--- config.mk ---
export PLATFORM = sky130hd
export DESIGN_NAME = dp_tap_ctrl
export DESIGN_NICKNAME = d
export VERILOG_FILES = /design/src/rtl/dp_tap_ctrl.sv
export SDC_FILE = /design/constraint.sdc
export NUM_CORES = 1
export LEC_CHECK = 0
export CAP_MARGIN = 25
export CORE_ASPECT_RATIO = 1.2
export CORE_MARGIN = 2
export CORE_UTILIZATION = 40
export DETAILED_ROUTE_END_ITERATION = 6
export PLACE_DENSITY_LB_ADDON = 0.1
export SLEW_MARGIN = 10
export SYNTH_ARGS = -nofsm -noshare
export SYNTH_HDL_FRONTEND = slang
export SYNTH_SLANG_ARGS = --single-unit
--- constraint.sdc ---
create_clock -name iclk -period 1.1 [get_ports iclk]
set_input_delay 0.165 -clock iclk [delete_from_list [all_inputs] [get_ports iclk]]
set_output_delay 0.165 -clock iclk [all_outputs]
set_load 0.02 [all_outputs]
--- src/rtl/dp_tap_ctrl.sv ---
// IEEE 1149.1 TAP controller oversampled on iclk: synchronizes tck/tms/tdi, runs the 16-state FSM,
// drives IR/DR cell strobes and muxes tdo. Optional JTAG test reset pin enabled by DP_TAP_TRST_EN.
module dp_tap_ctrl #(
  parameter int SYNC_STAGES = 2
) (
  input  logic       iclk,
  input  logic       reset,
  input  logic       tck,
  input  logic       tms,
  input  logic       tdi,
`ifdef DP_TAP_TRST_EN
  input  logic       trst_n,
`endif
  output logic       tdi_s,
  input  logic       tdo_ir_in,
  input  logic       tdo_dr_in,
  output logic       tdo,
  output logic       tdo_oe,
  output logic       shift_ir,
  output logic       clk_ir,
  output logic       update_ir,
  output logic       shift_dr,
  output logic       clk_dr,
  output logic       update_dr,
  output logic       tlr,
  output logic [3:0] state
);

  typedef enum logic [3:0] {
    TLR    = 4'hF, RTI    = 4'hC,
    SEL_DR = 4'h7, CAP_DR = 4'h6, SH_DR = 4'h2, EX1_DR = 4'h1,
    PA_DR  = 4'h3, EX2_DR = 4'h0, UPD_DR = 4'h5,
    SEL_IR = 4'h4, CAP_IR = 4'hE, SH_IR = 4'hA, EX1_IR = 4'h9,
    PA_IR  = 4'hB, EX2_IR = 4'h8, UPD_IR = 4'hD
  } tap_state_e;

  tap_state_e state_q, state_next;

  logic [SYNC_STAGES-1:0] tck_sync, tms_sync, tdi_sync;
  logic tck_s, tck_d, tms_s, tck_rise, tck_fall, fsm_rst;

  // tck chain and edge flop reset high so a pin already high after reset is not seen as a rise.
  always_ff @(posedge iclk) begin
    if (reset) begin
      tck_sync <= '1;
      tck_d    <= 1'b1;
      tms_sync <= '0;
      tdi_sync <= '0;
    end else begin
      tck_sync <= {tck_sync[SYNC_STAGES-2:0], tck};
      tck_d    <= tck_s;
      tms_sync <= {tms_sync[SYNC_STAGES-2:0], tms};
      tdi_sync <= {tdi_sync[SYNC_STAGES-2:0], tdi};
    end
  end

  assign tck_s    = tck_sync[SYNC_STAGES-1];
  assign tms_s    = tms_sync[SYNC_STAGES-1];
  assign tdi_s    = tdi_sync[SYNC_STAGES-1];
  assign tck_rise = tck_s & ~tck_d;
  assign tck_fall = ~tck_s & tck_d;

`ifdef DP_TAP_TRST_EN
  logic [SYNC_STAGES-1:0] trst_sync;

  always_ff @(posedge iclk) begin
    if (reset) trst_sync <= '1;
    else       trst_sync <= {trst_sync[SYNC_STAGES-2:0], trst_n};
  end

  assign fsm_rst = reset | ~trst_sync[SYNC_STAGES-1];
`else
  assign fsm_rst = reset;
`endif

  always_comb begin
    state_next = state_q;
    if (tck_rise) begin
      unique case (state_q)
        TLR:    state_next = tms_s ? TLR    : RTI;
        RTI:    state_next = tms_s ? SEL_DR : RTI;
        SEL_DR: state_next = tms_s ? SEL_IR : CAP_DR;
        CAP_DR: state_next = tms_s ? EX1_DR : SH_DR;
        SH_DR:  state_next = tms_s ? EX1_DR : SH_DR;
        EX1_DR: state_next = tms_s ? UPD_DR : PA_DR;
        PA_DR:  state_next = tms_s ? EX2_DR : PA_DR;
        EX2_DR: state_next = tms_s ? UPD_DR : SH_DR;
        UPD_DR: state_next = tms_s ? SEL_DR : RTI;
        SEL_IR: state_next = tms_s ? TLR    : CAP_IR;
        CAP_IR: state_next = tms_s ? EX1_IR : SH_IR;
        SH_IR:  state_next = tms_s ? EX1_IR : SH_IR;
        EX1_IR: state_next = tms_s ? UPD_IR : PA_IR;
        PA_IR:  state_next = tms_s ? EX2_IR : PA_IR;
        EX2_IR: state_next = tms_s ? UPD_IR : SH_IR;
        UPD_IR: state_next = tms_s ? SEL_DR : RTI;
        default: state_next = TLR;
      endcase
    end
  end

  // Strobes are judged on the state being left, so capture sees shift_* low (parallel input).
  always_ff @(posedge iclk) begin
    if (fsm_rst) begin
      state_q   <= TLR;
      clk_ir    <= 1'b0;
      clk_dr    <= 1'b0;
      shift_ir  <= 1'b0;
      shift_dr  <= 1'b0;
      update_ir <= 1'b0;
      update_dr <= 1'b0;
      tdo       <= 1'b0;
      tdo_oe    <= 1'b0;
    end else begin
      state_q   <= state_next;
      clk_ir    <= tck_rise && (state_q == CAP_IR || state_q == SH_IR);
      clk_dr    <= tck_rise && (state_q == CAP_DR || state_q == SH_DR);
      update_ir <= tck_fall && (state_q == UPD_IR);
      update_dr <= tck_fall && (state_q == UPD_DR);
      if (tck_rise) begin
        shift_ir <= (state_q == SH_IR);
        shift_dr <= (state_q == SH_DR);
      end
      if (tck_fall) begin
        tdo    <= (state_q == SH_IR) ? tdo_ir_in : tdo_dr_in;
        tdo_oe <= (state_q == SH_IR) || (state_q == SH_DR);
      end
    end
  end

  assign tlr   = (state_q == TLR);
  assign state = state_q;

endmodule
==> results of run 1 <==
## cells by family (layout without fill, tap and decap cells)
| kind of cell | after synthesis | in the layout |
|---|---|---|
| and+or+nand+nor | 33 | 33 |
| DFF | 19 | 19 |
| AOI/OAI and AO/OA | 15 | 15 |
| buffers and inverters | 6 | 49 |
| muxes | 2 | 2 |
## path summary, 6_finish.rpt
check | to | slack [ps] | cells past startpoint | start
max | state[1] | -110 | 4 | state[0]
min | tms_sync[0] | 400 | 2 | tms
max reg2reg | state[1] | -110 | 4 | state[0]
min reg2reg | tck_sync[1] | 430 | 1 | tck_sync[0]
## power breakdown
part           switching (mW)  internal (mW)
sequential             0.0170          0.701
clock                   0.221          0.135
combinational          0.0850          0.111
total                   0.323          0.948
## critical path, cell delays in order, from the launching register on
cell and delay (ps):
dfxtp_4 390, buf_12 120, nand2_4 40, a211o_1 280, a221o_1 280
## metal layers
layer  vias up  GRT usage
met3         2    0.04514
met2        17     0.2917
li1        354          -
met5         -          0
met1       322     0.2321
met4         0    0.07576
## state kept, by name, indices dropped and copies added (netlist names)
register / count
state: 4
tck_sync: 2
tdi_sync: 2
tms_sync: 2
clk_dr: 1
clk_ir: 1
shift_dr: 1
shift_ir: 1
tck_d: 1
tdo: 1
tdo_oe: 1
update_dr: 1
update_ir: 1
## per-stage QoR
step | setup slack, ps | setup TNS (ps) | instances | power [mW] | utilization
final | -108.9 | -373.4 | 137 | 1.271 | 0.6706
after global routing | -144.8 | -782.3 | 137 | 1.340 | 0.6706
after CTS | -95.26 | -396.3 | 136 | 1.272 | 0.6671
after detailed placement | -167.8 | -1585 | 129 | 0.9091 | 0.6152
after global placement | -162.4 | -1398 | 129 | 0.9066 | 0.6152
after floorplan | -116.8 | -116.8 | 75 | 0.8092 | -
## final cells by class
class,count,area (µm²)
Clock buffer,3,22.52
Clock inverter,1,5.005
Fill cell,148,595.6
Inverter,2,7.507
Multi-Input combinational cell,50,391.6
Sequential cell,19,397.9
Tap cell,19,23.77
Timing Repair Buffer,43,364.1
## timing repair
action                     4_1_cts  5_1_grt
setup endpoints to repair       24       21
pin swaps                        2        7
setup buffers                    3        2
resized for setup               63       17
## layout by cell type (no fill, tap or decap), types with 2 or more instances in the layout
cell              n
buf_4            19
mux2i_1           2
o21bai_1          2
clkdlybuf4s50_1   6
buf_6             7
buf_2             6
dfxtp_1          13
nor4b_2           2
nor2_1            6
dfxtp_4           4
clkbuf_2          2
nor3b_2           2
clkbuf_4          3
nor2b_1           6
a211o_1           3
clkdlybuf4s15_2   2
nand2_1           4
dfxtp_2           2
or2_2             3
nor2b_2           2
a21oi_1           2
==> metrics.yaml, run 1 <==
status:
  run_status: "complete, but fails checks"
  violations: "negative setup slack"
grt:
  grt_pass1_vias: 675
  grt_pass1_wl_um: 3001
  grt_usage: 0.1827
  antenna_found_initial: 0
  gr-total-overflow: 0
  grt_max_degree: 14
logic_synthesis:
  synthAdderAreaFrac: 0
  ys_types: 29
  synth_edf_count: 0
  synthCells: 75
  synth.most_common_cell: "dfxtp_1"
  avgSynthCellArea_um2: 10.06
  synthTopCellsByArea: "dfxtp_1, nor2b_1, a211o_1, buf_6, nor2_1"
  synthSimpleGateAreaFrac: 0.2653
  synthArstFlopShare: 0
  yosysSeqAreaShare: 0.5041
  synth_area_leader_cell: "dfxtp_1"
  synth-xor-area-share: 0
  yosysWarningCount: 0
  synthTopCellsByCount: "dfxtp_1, nor2b_1, nor2_1"
  syn-num-nets: 82
  synth-seq-cells: 19
  synthMuxAreaShare: 0.02653
  netlist.area_leader.share: 0.5041
  ys.flop_type: "dfxtp_1"
  netlist_area_um2: 754.5
  synth_top_family_by_area: "simple AND/OR/NAND/NOR gates"
  synth_compound_area_frac: 0.1493
sta:
  period_minus_slack_ps: 1209
  grt_setup_unrepaired: "true"
  hold_slack_ps: 403.7
  finalHoldViolCount: 0
  finalWorstSetupSlack_ps: -108.9
  worst_pin_slew_ps: 238.3
  fin_crit_sh: 1.099
  max_slew_margin: 0.8401
  finalSetupViolations: 5
  max_freq_mhz: 827.2
  finalMaxSlewViolations: 0
  finClkSkew_ps: 10.65
placed_design:
  hpwl_um: 1279
  place_area_um2: 1112
  gp_congestion: 0.7579
  io_buffers: 20
worst_setup_path:
  endpoint_kind: "flop"
  crit_type: "reg -> reg"
  required_ps: 1290
  cp.arrival_ps: 1400
  cp-start-kind: "flop"
  crit_fanout: 5
worst_hold_path:
  worst_hold_path_type: "in -> reg"
detailed_routing:
  top_layer: "met4"
  wirelength_met1_um: 797
  finalWirelength_um: 1908
  dr.pass1.iters: 4
  vias: 695
  drcViolationCount: 0
  ant_nets: 0
  wl_per_cell_um: 13.93
  dr_wl_met3_um: 78
  post_drt_via_cell_ratio: 5.073
  wl_met2_um: 1014
  drt_iter0_drc: 13
floorplanning:
  rows: 17
  core_area_um2: 1808
  die_w_um: 43.65
  num_io_pins: 21
  start_util: 0.4173
  die_area_um2: 2251
  die-height_um: 51.58
clock_tree:
  h-tree-depth: 1
  hold_buffers: 0
  cts_tree: "yes"
  clkTransAtPathRegs_ps: 120
  numCtsBuffers: 3
  max-clock-path-buffers: 2
  root_buffer: "clkbuf_4"
  clock-sinks: 19
  insertion_delay_ps: 300
power:
  vdd_drop_max_v: 0.0009202
  p_leak_nw: 0.5320
  cellPowerDensity_nw_per_um2: 1048
cells_and_area:
  fin_nets: 126
  drive_gt1_frac: 0.5339
  antennaDiodeCount: 0
  syn_to_final_growth_pct: 60.70
  final_cell_area_um2: 1212
job:
  cap_violations: 0
No activity file was read; power rests on OpenSTA's default activity.
==> run 2: changes to the inputs <==
Settings changed: SETUP_SLACK_MARGIN set to 0.3, SLEW_MARGIN 10 to unset.
==> run 2 against run 1 <==
Against the previous run:
- via count is 5.3% higher
- global-route usage is 1.2 points higher
- clock power about the same
- first-iteration DRC count grew 7.7%
- non-clock buffer count grew 5
- largest cell class is now non-clock buffers
- critical endpoint unchanged
- sequential cell count is the same
- sequential share of layout area is 3.6 points lower
- wire length up 7.4%
- the flow still finishes with violations (negative setup slack)
==> metrics.yaml, run 2 (synthesized netlist as in run 1, its figures left out) <==
power:
  vdd_drop_max_v: 0.0008084
  p_leak_nw: 0.6202
  cellPowerDensity_nw_per_um2: 933.8
sta:
  period_minus_slack_ps: 1237
  fin_crit_sh: 1.124
  finalHoldViolCount: 0
  finalWorstSetupSlack_ps: -136.5
  finalSetupViolations: 10
  max_slew_margin: 0.8424
  hold_slack_ps: 313.2
  finalMaxSlewViolations: 0
  worst_pin_slew_ps: 236.1
  max_freq_mhz: 808.7
  finClkSkew_ps: 10.46
  grt_setup_unrepaired: "true"
cells_and_area:
  layout_common_cells: "buf_6, buf_4, dfxtp_2"
  layout_commonest_cell: "buf_6"
  syn_to_final_growth_pct: 87.73
  drive_gt1_frac: 0.6585
  antennaDiodeCount: 0
  largest_reg_flops: 4
  fin_nets: 131
  final_cells: 142
worst_setup_path:
  crit_type: "reg -> reg"
  cp-start-kind: "flop"
  required_ps: 1300
  endpoint_kind: "flop"
  crit_fanout: 6
  cp.arrival_ps: 1440
floorplanning:
  die_w_um: 43.65
  die_area_um2: 2251
  start_util: 0.4173
  num_io_pins: 21
  rows: 17
  core_area_um2: 1808
  die-height_um: 51.58
clock_tree:
  max-clock-path-buffers: 2
  insertion_delay_ps: 300
  clock-sinks: 19
  hold_buffers: 0
  h-tree-depth: 1
  clkTransAtPathRegs_ps: 120
  cts_tree: "yes"
  root_buffer: "clkbuf_4"
  numCtsBuffers: 3
grt:
  grt_util_met2: 0.3235
  gr-total-overflow: 0
  grt_pass1_wl_um: 3201
  grt_use_met1: 0.2357
  grt_usage: 0.1952
  busiest_layer: "met2"
  antenna_found_initial: 0
  grt_pass1_vias: 697
  grt_max_degree: 12
  grtUsageMet3: 0.03125
detailed_routing:
  post_drt_via_cell_ratio: 5.155
  wl_per_cell_um: 14.43
  dr.pass1.iters: 4
  ant_nets: 0
  vias: 732
  drcViolationCount: 0
  drt_iter0_drc: 14
  finalWirelength_um: 2049
worst_hold_path:
  worst_hold_path_type: "in -> reg"
job:
  cap_violations: 0
placed_design:
  hpwl_um: 1181
  gp_congestion: 0.7316
  io_buffers: 20
  numPlacedInstances: 121
status:
  violations: "negative setup slack"
  run_status: "complete, but fails checks"
## run 2: cell types whose count changed in the layout (fill, tap and decap cells not counted), moves of 5 or more
cell     delta
buf_4       -9
buf_6      +22
dfxtp_1     -9
dfxtp_2     +7
buf_2       -5
## run 2: final timing paths
path / depth (start not counted) / from / to / slack, ps
worst max register to register: 4 / state[3] / state[1] / -140
worst min register to register: 1 / tck_sync[0] / tck_sync[1] / 440
worst max-delay path: 4 / state[3] / state[1] / -140
worst min-delay path: 3 / reset / clk_ir / 310
## run 2: where the power goes
group / total (mW) / internal [mW] / switching, mW / leakage [nW]
combinational: 0.248 / 0.146 / 0.102 / 0.443
sequential: 0.717 / 0.698 / 0.0190 / 0.159
clock: 0.358 / 0.135 / 0.222 / 0.0177
total: 1.32 / 0.980 / 0.343 / 0.620
## run 2: critical path, cell delays in order (launching register included)
cell	delay (ps)
dfxtp_4	400
buf_12	120
o21bai_1	70
a211o_1	260
a221o_1	280
## run 2: layout make-up
cell class / count / area [µm²]
Timing Repair Buffer: 48 / 505.5
Fill cell: 124 / 391.6
Clock inverter: 1 / 5.005
Tap cell: 19 / 23.77
Inverter: 2 / 7.507
Sequential cell: 19 / 414.1
Clock buffer: 3 / 22.52
Multi-Input combinational cell: 50 / 437.9
## run 2: stage by stage
| step | setup WS, ps | util | setup TNS, ps | cell area, µm² | total power [mW] |
|---|---|---|---|---|---|
| floorplan | -116.7 | - | -116.7 | 815.8 | 0.8213 |
| global placement | -167.2 | 0.6138 | -1315 | 1110 | 0.9068 |
| detailed placement | -186.9 | 0.6138 | -1367 | 1110 | 0.9107 |
| CTS | -121.4 | 0.7073 | -510.4 | 1279 | 1.291 |
| global route | -218.5 | 0.7834 | -1476 | 1416 | 1.369 |
| finish | -136.5 | 0.7834 | -823.1 | 1416 | 1.323 |
## run 2: timing repair
item                       CTS  global route
buffers inserted             8             8
pin swaps                   12            14
setup endpoints to repair   29            26
gates resized for setup    106            17
cloned                       1             0
## run 2: per-layer routing
metal | up-vias | part of all wire
met5 | - | 0
li1 | 364 | -
met4 | 0 | 0.026
met2 | 16 | 0.54
met1 | 346 | 0.41
met3 | 6 | 0.024
